<file path="src/rtl/instr_fetch_pkg.sv">
// ============================================================================
// Module      : instr_fetch_pkg
// Description : Shared ISA definitions, address widths and fetch FSM states.
// Revision    : 1.0 - initial release
// ============================================================================
`default_nettype none

package instr_fetch_pkg;

    localparam int ADDR_W  = 12;
    localparam int INSTR_W = 16;
    localparam int BYTE_W  = 8;

    // ISA: the opcode lives in the top nibble of the high instruction byte
    localparam int         OPC_W    = 4;
    localparam logic [3:0] OPC_NOP  = 4'h0;
    localparam logic [3:0] OPC_JUMP = 4'h1;

    typedef enum logic [1:0] {
        FETCH_IDLE = 2'd0,
        FETCH_HI   = 2'd1,
        FETCH_LO   = 2'd2,
        FETCH_HOLD = 2'd3
    } fetch_state_t;

    function automatic logic [ADDR_W-1:0] align_addr(input logic [ADDR_W-1:0] addr);
        return {addr[ADDR_W-1:1], 1'b0};
    endfunction

endpackage

`default_nettype wire

</file>
<file path="src/rtl/fetch_cache.sv">
// ============================================================================
// Module      : fetch_cache
// Description : One-entry instruction cache (tag, data, valid); only built
//               when FETCH_CACHE_EN is defined.
// Revision    : 1.0 - initial release
// ============================================================================
`default_nettype none

`ifdef FETCH_CACHE_EN
module fetch_cache
    import instr_fetch_pkg::*;
(
    input  logic               clk,
    input  logic               rst,
    input  logic [ADDR_W-1:0]  lookup_addr,
    output logic               lookup_hit,
    output logic [INSTR_W-1:0] lookup_data,
    input  logic               fill_en,
    input  logic [ADDR_W-1:0]  fill_addr,
    input  logic [INSTR_W-1:0] fill_data
);

    logic               r_valid;
    logic [ADDR_W-1:0]  r_tag;
    logic [INSTR_W-1:0] r_data;

    always_ff @(posedge clk or negedge rst) begin
        if (!rst) begin
            r_valid <= 1'b0;
            r_tag   <= '0;
            r_data  <= '0;
        end else if (fill_en) begin
            r_valid <= 1'b1;
            r_tag   <= fill_addr;
            r_data  <= fill_data;
        end
    end

    assign lookup_hit  = r_valid && (r_tag == lookup_addr);
    assign lookup_data = r_data;

endmodule
`endif

`default_nettype wire

</file>
<file path="src/rtl/instr_fetch.sv">
// ============================================================================
// Module      : instr_fetch
// Description : Two-byte instruction fetch from byte-wide program memory.
//               Optional one-entry cache enabled by macro FETCH_CACHE_EN.
// Revision    : 1.0 - initial release
// ============================================================================
`default_nettype none

module instr_fetch
    import instr_fetch_pkg::*;
(
    input  logic               clk,
    input  logic               rst,
    input  logic [ADDR_W-1:0]  program_counter,
    output logic [INSTR_W-1:0] instruction,
    output logic               instr_valid,
    input  logic               instr_ready,
    output logic               mem_req,
    output logic [ADDR_W-1:0]  mem_addr,
    input  logic               mem_ack,
    input  logic [BYTE_W-1:0]  mem_rdata,
    output logic               misaligned
);

    localparam logic [ADDR_W-1:0] c_addr_one = {{(ADDR_W-1){1'b0}}, 1'b1};

    fetch_state_t       r_state;
    fetch_state_t       w_state_nxt;
    logic [ADDR_W-1:0]  r_fetch_addr;
    logic [INSTR_W-1:0] r_instr;
    logic               r_misaligned;
    logic [ADDR_W-1:0]  w_pc_aligned;
    logic               w_hi_done;
    logic               w_lo_done;
    logic               w_hit;
    logic [INSTR_W-1:0] w_hit_data;

    assign w_pc_aligned = align_addr(program_counter);

`ifdef FETCH_CACHE_EN
    fetch_cache u_fetch_cache (
        .clk         (clk),
        .rst         (rst),
        .lookup_addr (w_pc_aligned),
        .lookup_hit  (w_hit),
        .lookup_data (w_hit_data),
        .fill_en     (w_lo_done),
        .fill_addr   (r_fetch_addr),
        .fill_data   ({r_instr[INSTR_W-1:BYTE_W], mem_rdata})
    );
`else
    assign w_hit      = 1'b0;
    assign w_hit_data = '0;
`endif

    always_ff @(posedge clk or negedge rst) begin
        if (!rst) begin
            r_state <= FETCH_IDLE;
        end else begin
            r_state <= w_state_nxt;
        end
    end

    // Memory outputs decode straight from the state so an ack arriving in the
    // first cycle of a fetch state is taken without a wait cycle.
    always_comb begin
        w_state_nxt = r_state;
        mem_req     = 1'b0;
        mem_addr    = r_fetch_addr;
        instr_valid = 1'b0;
        w_hi_done   = 1'b0;
        w_lo_done   = 1'b0;
        case (r_state)
            FETCH_IDLE: begin
                w_state_nxt = w_hit ? FETCH_HOLD : FETCH_HI;
            end
            FETCH_HI: begin
                mem_req = 1'b1;
                if (mem_ack) begin
                    w_hi_done   = 1'b1;
                    w_state_nxt = FETCH_LO;
                end
            end
            FETCH_LO: begin
                mem_req  = 1'b1;
                mem_addr = r_fetch_addr + c_addr_one;
                if (mem_ack) begin
                    w_lo_done   = 1'b1;
                    w_state_nxt = FETCH_HOLD;
                end
            end
            FETCH_HOLD: begin
                instr_valid = 1'b1;
                if (instr_ready) begin
                    w_state_nxt = FETCH_IDLE;
                end
            end
            default: begin
                w_state_nxt = FETCH_IDLE;
            end
        endcase
    end

    always_ff @(posedge clk or negedge rst) begin
        if (!rst) begin
            r_fetch_addr <= '0;
            r_instr      <= '0;
            r_misaligned <= 1'b0;
        end else begin
            if (r_state == FETCH_IDLE) begin
                r_fetch_addr <= w_pc_aligned;
                if (program_counter[0]) begin
                    r_misaligned <= 1'b1;
                end
                if (w_hit) begin
                    r_instr <= w_hit_data;
                end
            end
            if (w_hi_done) begin
                r_instr[INSTR_W-1:BYTE_W] <= mem_rdata;
            end
            if (w_lo_done) begin
                r_instr[BYTE_W-1:0] <= mem_rdata;
            end
        end
    end

    assign instruction = r_instr;
    assign misaligned  = r_misaligned;

endmodule

`default_nettype wire

</file>
<file path="config.mk">
export PLATFORM = sky130hd
export DESIGN_NAME = instr_fetch
export DESIGN_NICKNAME = d
export VERILOG_FILES = /design/src/rtl/instr_fetch_pkg.sv /design/src/rtl/fetch_cache.sv /design/src/rtl/instr_fetch.sv
export SDC_FILE = /design/constraint.sdc
export NUM_CORES = 1
export LEC_CHECK = 0
export ABC_AREA = 1
export CORE_MARGIN = 8
export CORE_UTILIZATION = 35
export CTS_CLUSTER_DIAMETER = 40
export DETAILED_ROUTE_END_ITERATION = 8
export GPL_ROUTABILITY_DRIVEN = 0
export PLACE_DENSITY = 0.7
export SYNTH_ARGS = -nofsm -noshare
export SYNTH_HDL_FRONTEND = slang
export SYNTH_SLANG_ARGS = --single-unit
</file>
<file path="constraint.sdc">
create_clock -name clk -period 1.5 [get_ports clk]
set_input_delay 0.3 -clock clk [delete_from_list [all_inputs] [get_ports clk]]
set_output_delay 0.3 -clock clk [all_outputs]
set_load 0.02 [all_outputs]
</file>
==> flow_metrics.py, run 1 <==
metrics = {
    "final_layout": {
        "antennaDiodeCount": 0,
        "nets": 202,
        "drive_above_1_share_pct": 30.5,
        "stdcell_count": 222,
        "syn2layout_area_growth_pct": 55.2,
    },
    "place": {
        "io_buffer_count": 54,
        "dpl.hpwl_mm": 2.32,
        "placedCellCount": 214,
    },
    "route": {
        "drtIter0Drc": 18,
        "drtAntennaViolNets": 0,
        "drcViolationCount": 0,
        "vias_per_cell": 4.35,
        "wl_mm": 3.05,
        "via_count": 965,
        "first_pass_iters": 4,
        "avgRoutedWirePerCell_um": 13.7,
    },
    "synth": {
        "synth_common_cells": "dfrtp_1 (30), nand2_1 (23), o21ai_2 (16)",
        "synth_area_mm2": 0.00132,
        "synthMuxAreaShare_pct": 11.9,
        "synth.area.top_cells": "dfrtp_1 (57%), o21ai_2 (11%), mux2_4 (10%)",
        "synth_edf_count": 0,
        "ys.flop_type": "dfrtp_1",
        "synth_fa_ha_area_share_pct": 4.73,
        "ys_ff_latch": 30,
        "syn-num-nets": 137,
        "yosysSeqAreaShare_pct": 56.7,
        "synthArstFlopShare_pct": 100,
        "synth_top_family_by_area": "multiplexers",
        "yosys_warnings": 0,
        "yosys.area_share.simple_pct": 9.07,
        "synth_top_cell_area_share_pct": 56.7,
        "synthCells": 108,
        "synth_xor_area_share_pct": 0,
        "yosysUniqueCellTypes": 13,
        "yosysTopAreaCell": "dfrtp_1",
        "postSynthAreaPerCell_um2": 12.3,
        "synth_most_common_cell": "dfrtp_1",
        "synth_compound_area_share_pct": 11.6,
    },
    "timing": {
        "period_share_pct": 97.2,
        "setup_viol": 0,
        "fin_crit_ns": 1.46,
        "hold_viol_final": 0,
        "max_slew_margin_pct": 74.9,
        "skew_ns": 0.00173,
        "tightestPinTransition_ns": 0.376,
        "rsz0062_at_grt": "yes",
        "final-max-slew-violation-count": 0,
        "fmax_ghz": 0.686,
    },
    "power_and_ir_drop": {
        "vdd.ir_drop.worst_mv": 1.14,
        "power_density_mw_per_mm2": 2240,
        "p_leak_nw": 1.03,
        "finalPower_mw": 4.60,
    },
    "clock_tree": {
        "clk_pin_slew_ns": 0.06,
        "htree_levels": 2,
        "cts_root_buf": "clkbuf_8",
        "holdBufCountCts": 0,
        "cts.path.max_buffers": 2,
        "tritoncts": "built",
        "cts_made_buffers": 5,
        "clock_sinks": 30,
        "clk_latency_ns": 0.27,
    },
    "worst_setup_path": {
        "r2r_start": "r_state[1]$_DFFE_PN0P_",
        "startpoint_type": "flip-flop",
        "critical_path_class": "reg2out",
        "cp.arrival_ns": 1.16,
        "cp_max_fo": 3,
        "required_ns": 1.20,
        "cp-end-kind": "output port",
        "setup.worst_path.start": "r_state[1]$_DFFE_PN0P_",
    },
    "global_routing": {
        "grt_pass1_wl_mm": 5.28,
        "grtUsageTotal_pct": 10.9,
        "grt_max_degree": 31,
        "gr-total-overflow": 0,
        "grt_pass1_vias": 1071,
        "antenna_found_initial": 0,
    },
    "job": {
        "maxCapViolCount": 0,
    },
    "floorplan": {
        "dieArea_mm2": 0.00601,
        "die_h_um": 77.5,
        "die_w_um": 77.5,
        "start_util_pct": 36.2,
        "io_pins": 55,
        "row_count": 22,
        "coreArea_mm2": 0.00366,
    },
    "run_status": {
        "status": "completed",
    },
    "hold_path": {
        "hold_class": "in2async",
    },
}
[cell type report]
class / instances / area (um^2)
fillers: 326 / 1610
flip-flops and latches: 30 / 751
repair buffers: 61 / 567
multi-input cells: 63 / 522
clock buffers: 8 / 110
well taps: 48 / 60.1
inverters: 12 / 45.0
[final timing paths]
path                                               end  cells past startpoint  slack, ns
max in group asynchronous  r_fetch_addr[6]$_DFFE_PN0N_                      2       0.82
max reg2reg                     r_state[0]$_DFFE_PN0P_                      6       0.09
min in group clk                misaligned$_DFFE_PN0P_                      1       0.46
max                                        mem_addr[0]                      3       0.04
min reg2reg                     misaligned$_DFFE_PN0P_                      1       0.46
min                        instruction[13]$_DFFE_PN0P_                      2       0.41
[worst max-delay path, cell delays in order, from the launching register on]
cell and delay, ns:
dfrtp_1 0.39, buf_4 0.15, ha_2 0.18, buf_4 0.16
[sequential cells by signal, indices dropped and copies added, names as in the netlist]
name and cells:
r_state 2, misaligned 1, r_fetch_addr 11, instruction 16
[power by group]
part / switching, mW / leakage (nW) / internal (mW)
Clock: 0.277 / 0.0575 / 0.462
Combinational: 1.31 / 0.615 / 1.17
Sequential: 0.187 / 0.362 / 1.19
Total: 1.78 / 1.03 / 2.83
[per-stage QoR]
stage               hold WS [ns]  setup TNS [ns]  cell area, um^2  utilization (%)  setup WS, ns
finish                     0.406               0             2050             56.1        0.0418
detailed placement         0.457          -0.251             1960             53.4        -0.124
floorplan                0.00441               0             1320                -         0.138
CTS                        0.409               0             2020             55.1       0.00115
global placement           0.442          -0.129             1960             53.4       -0.0774
global route               0.436        -0.00555             2050             56.1      -0.00555
[placed cells by master (no fill, tap or decap), drive strengths merged]
| master | count |
|---|---|
| clkbuf | 8 |
| ha | 5 |
| dfrtp | 30 |
| a21o | 1 |
| nand3 | 3 |
| inv | 12 |
| dlygate4sd2 | 28 |
| o21ai | 17 |
| or2 | 1 |
| nand2 | 25 |
| clkdlybuf4s50 | 23 |
| buf | 10 |
| mux2 | 11 |
[logic make-up after synthesis]
| family | count (synthesis) |
|---|---|
| compound gates | 18 |
| fa+ha+maj | 5 |
| buf+inv | 15 |
| flops | 30 |
| mux | 11 |
| simple gates | 29 |
[routing by layer]
| metal | GRT usage [%] | part of all wire (%) | up-vias |
|---|---|---|---|
| met5 | 0 | 0 | - |
| met4 | 3.40 | 0.59 | 0 |
| met3 | 6.91 | 11 | 2 |
| met2 | 16.5 | 47 | 42 |
| met1 | 12.4 | 42 | 444 |
| li1 | - | - | 477 |
[what timing repair did]
action	in CTS	in global routing
buffers inserted	0	0
gates resized for setup	40	10
endpoints found under the setup margin	31	11
No activity file was read; power rests on OpenSTA's default activity.
==> run 2, diff against run 1 <==
- SLEW_MARGIN: default -> 20
==> results of run 2 <==
No change in the layout: final DEF, timing and power equal those of run 1.
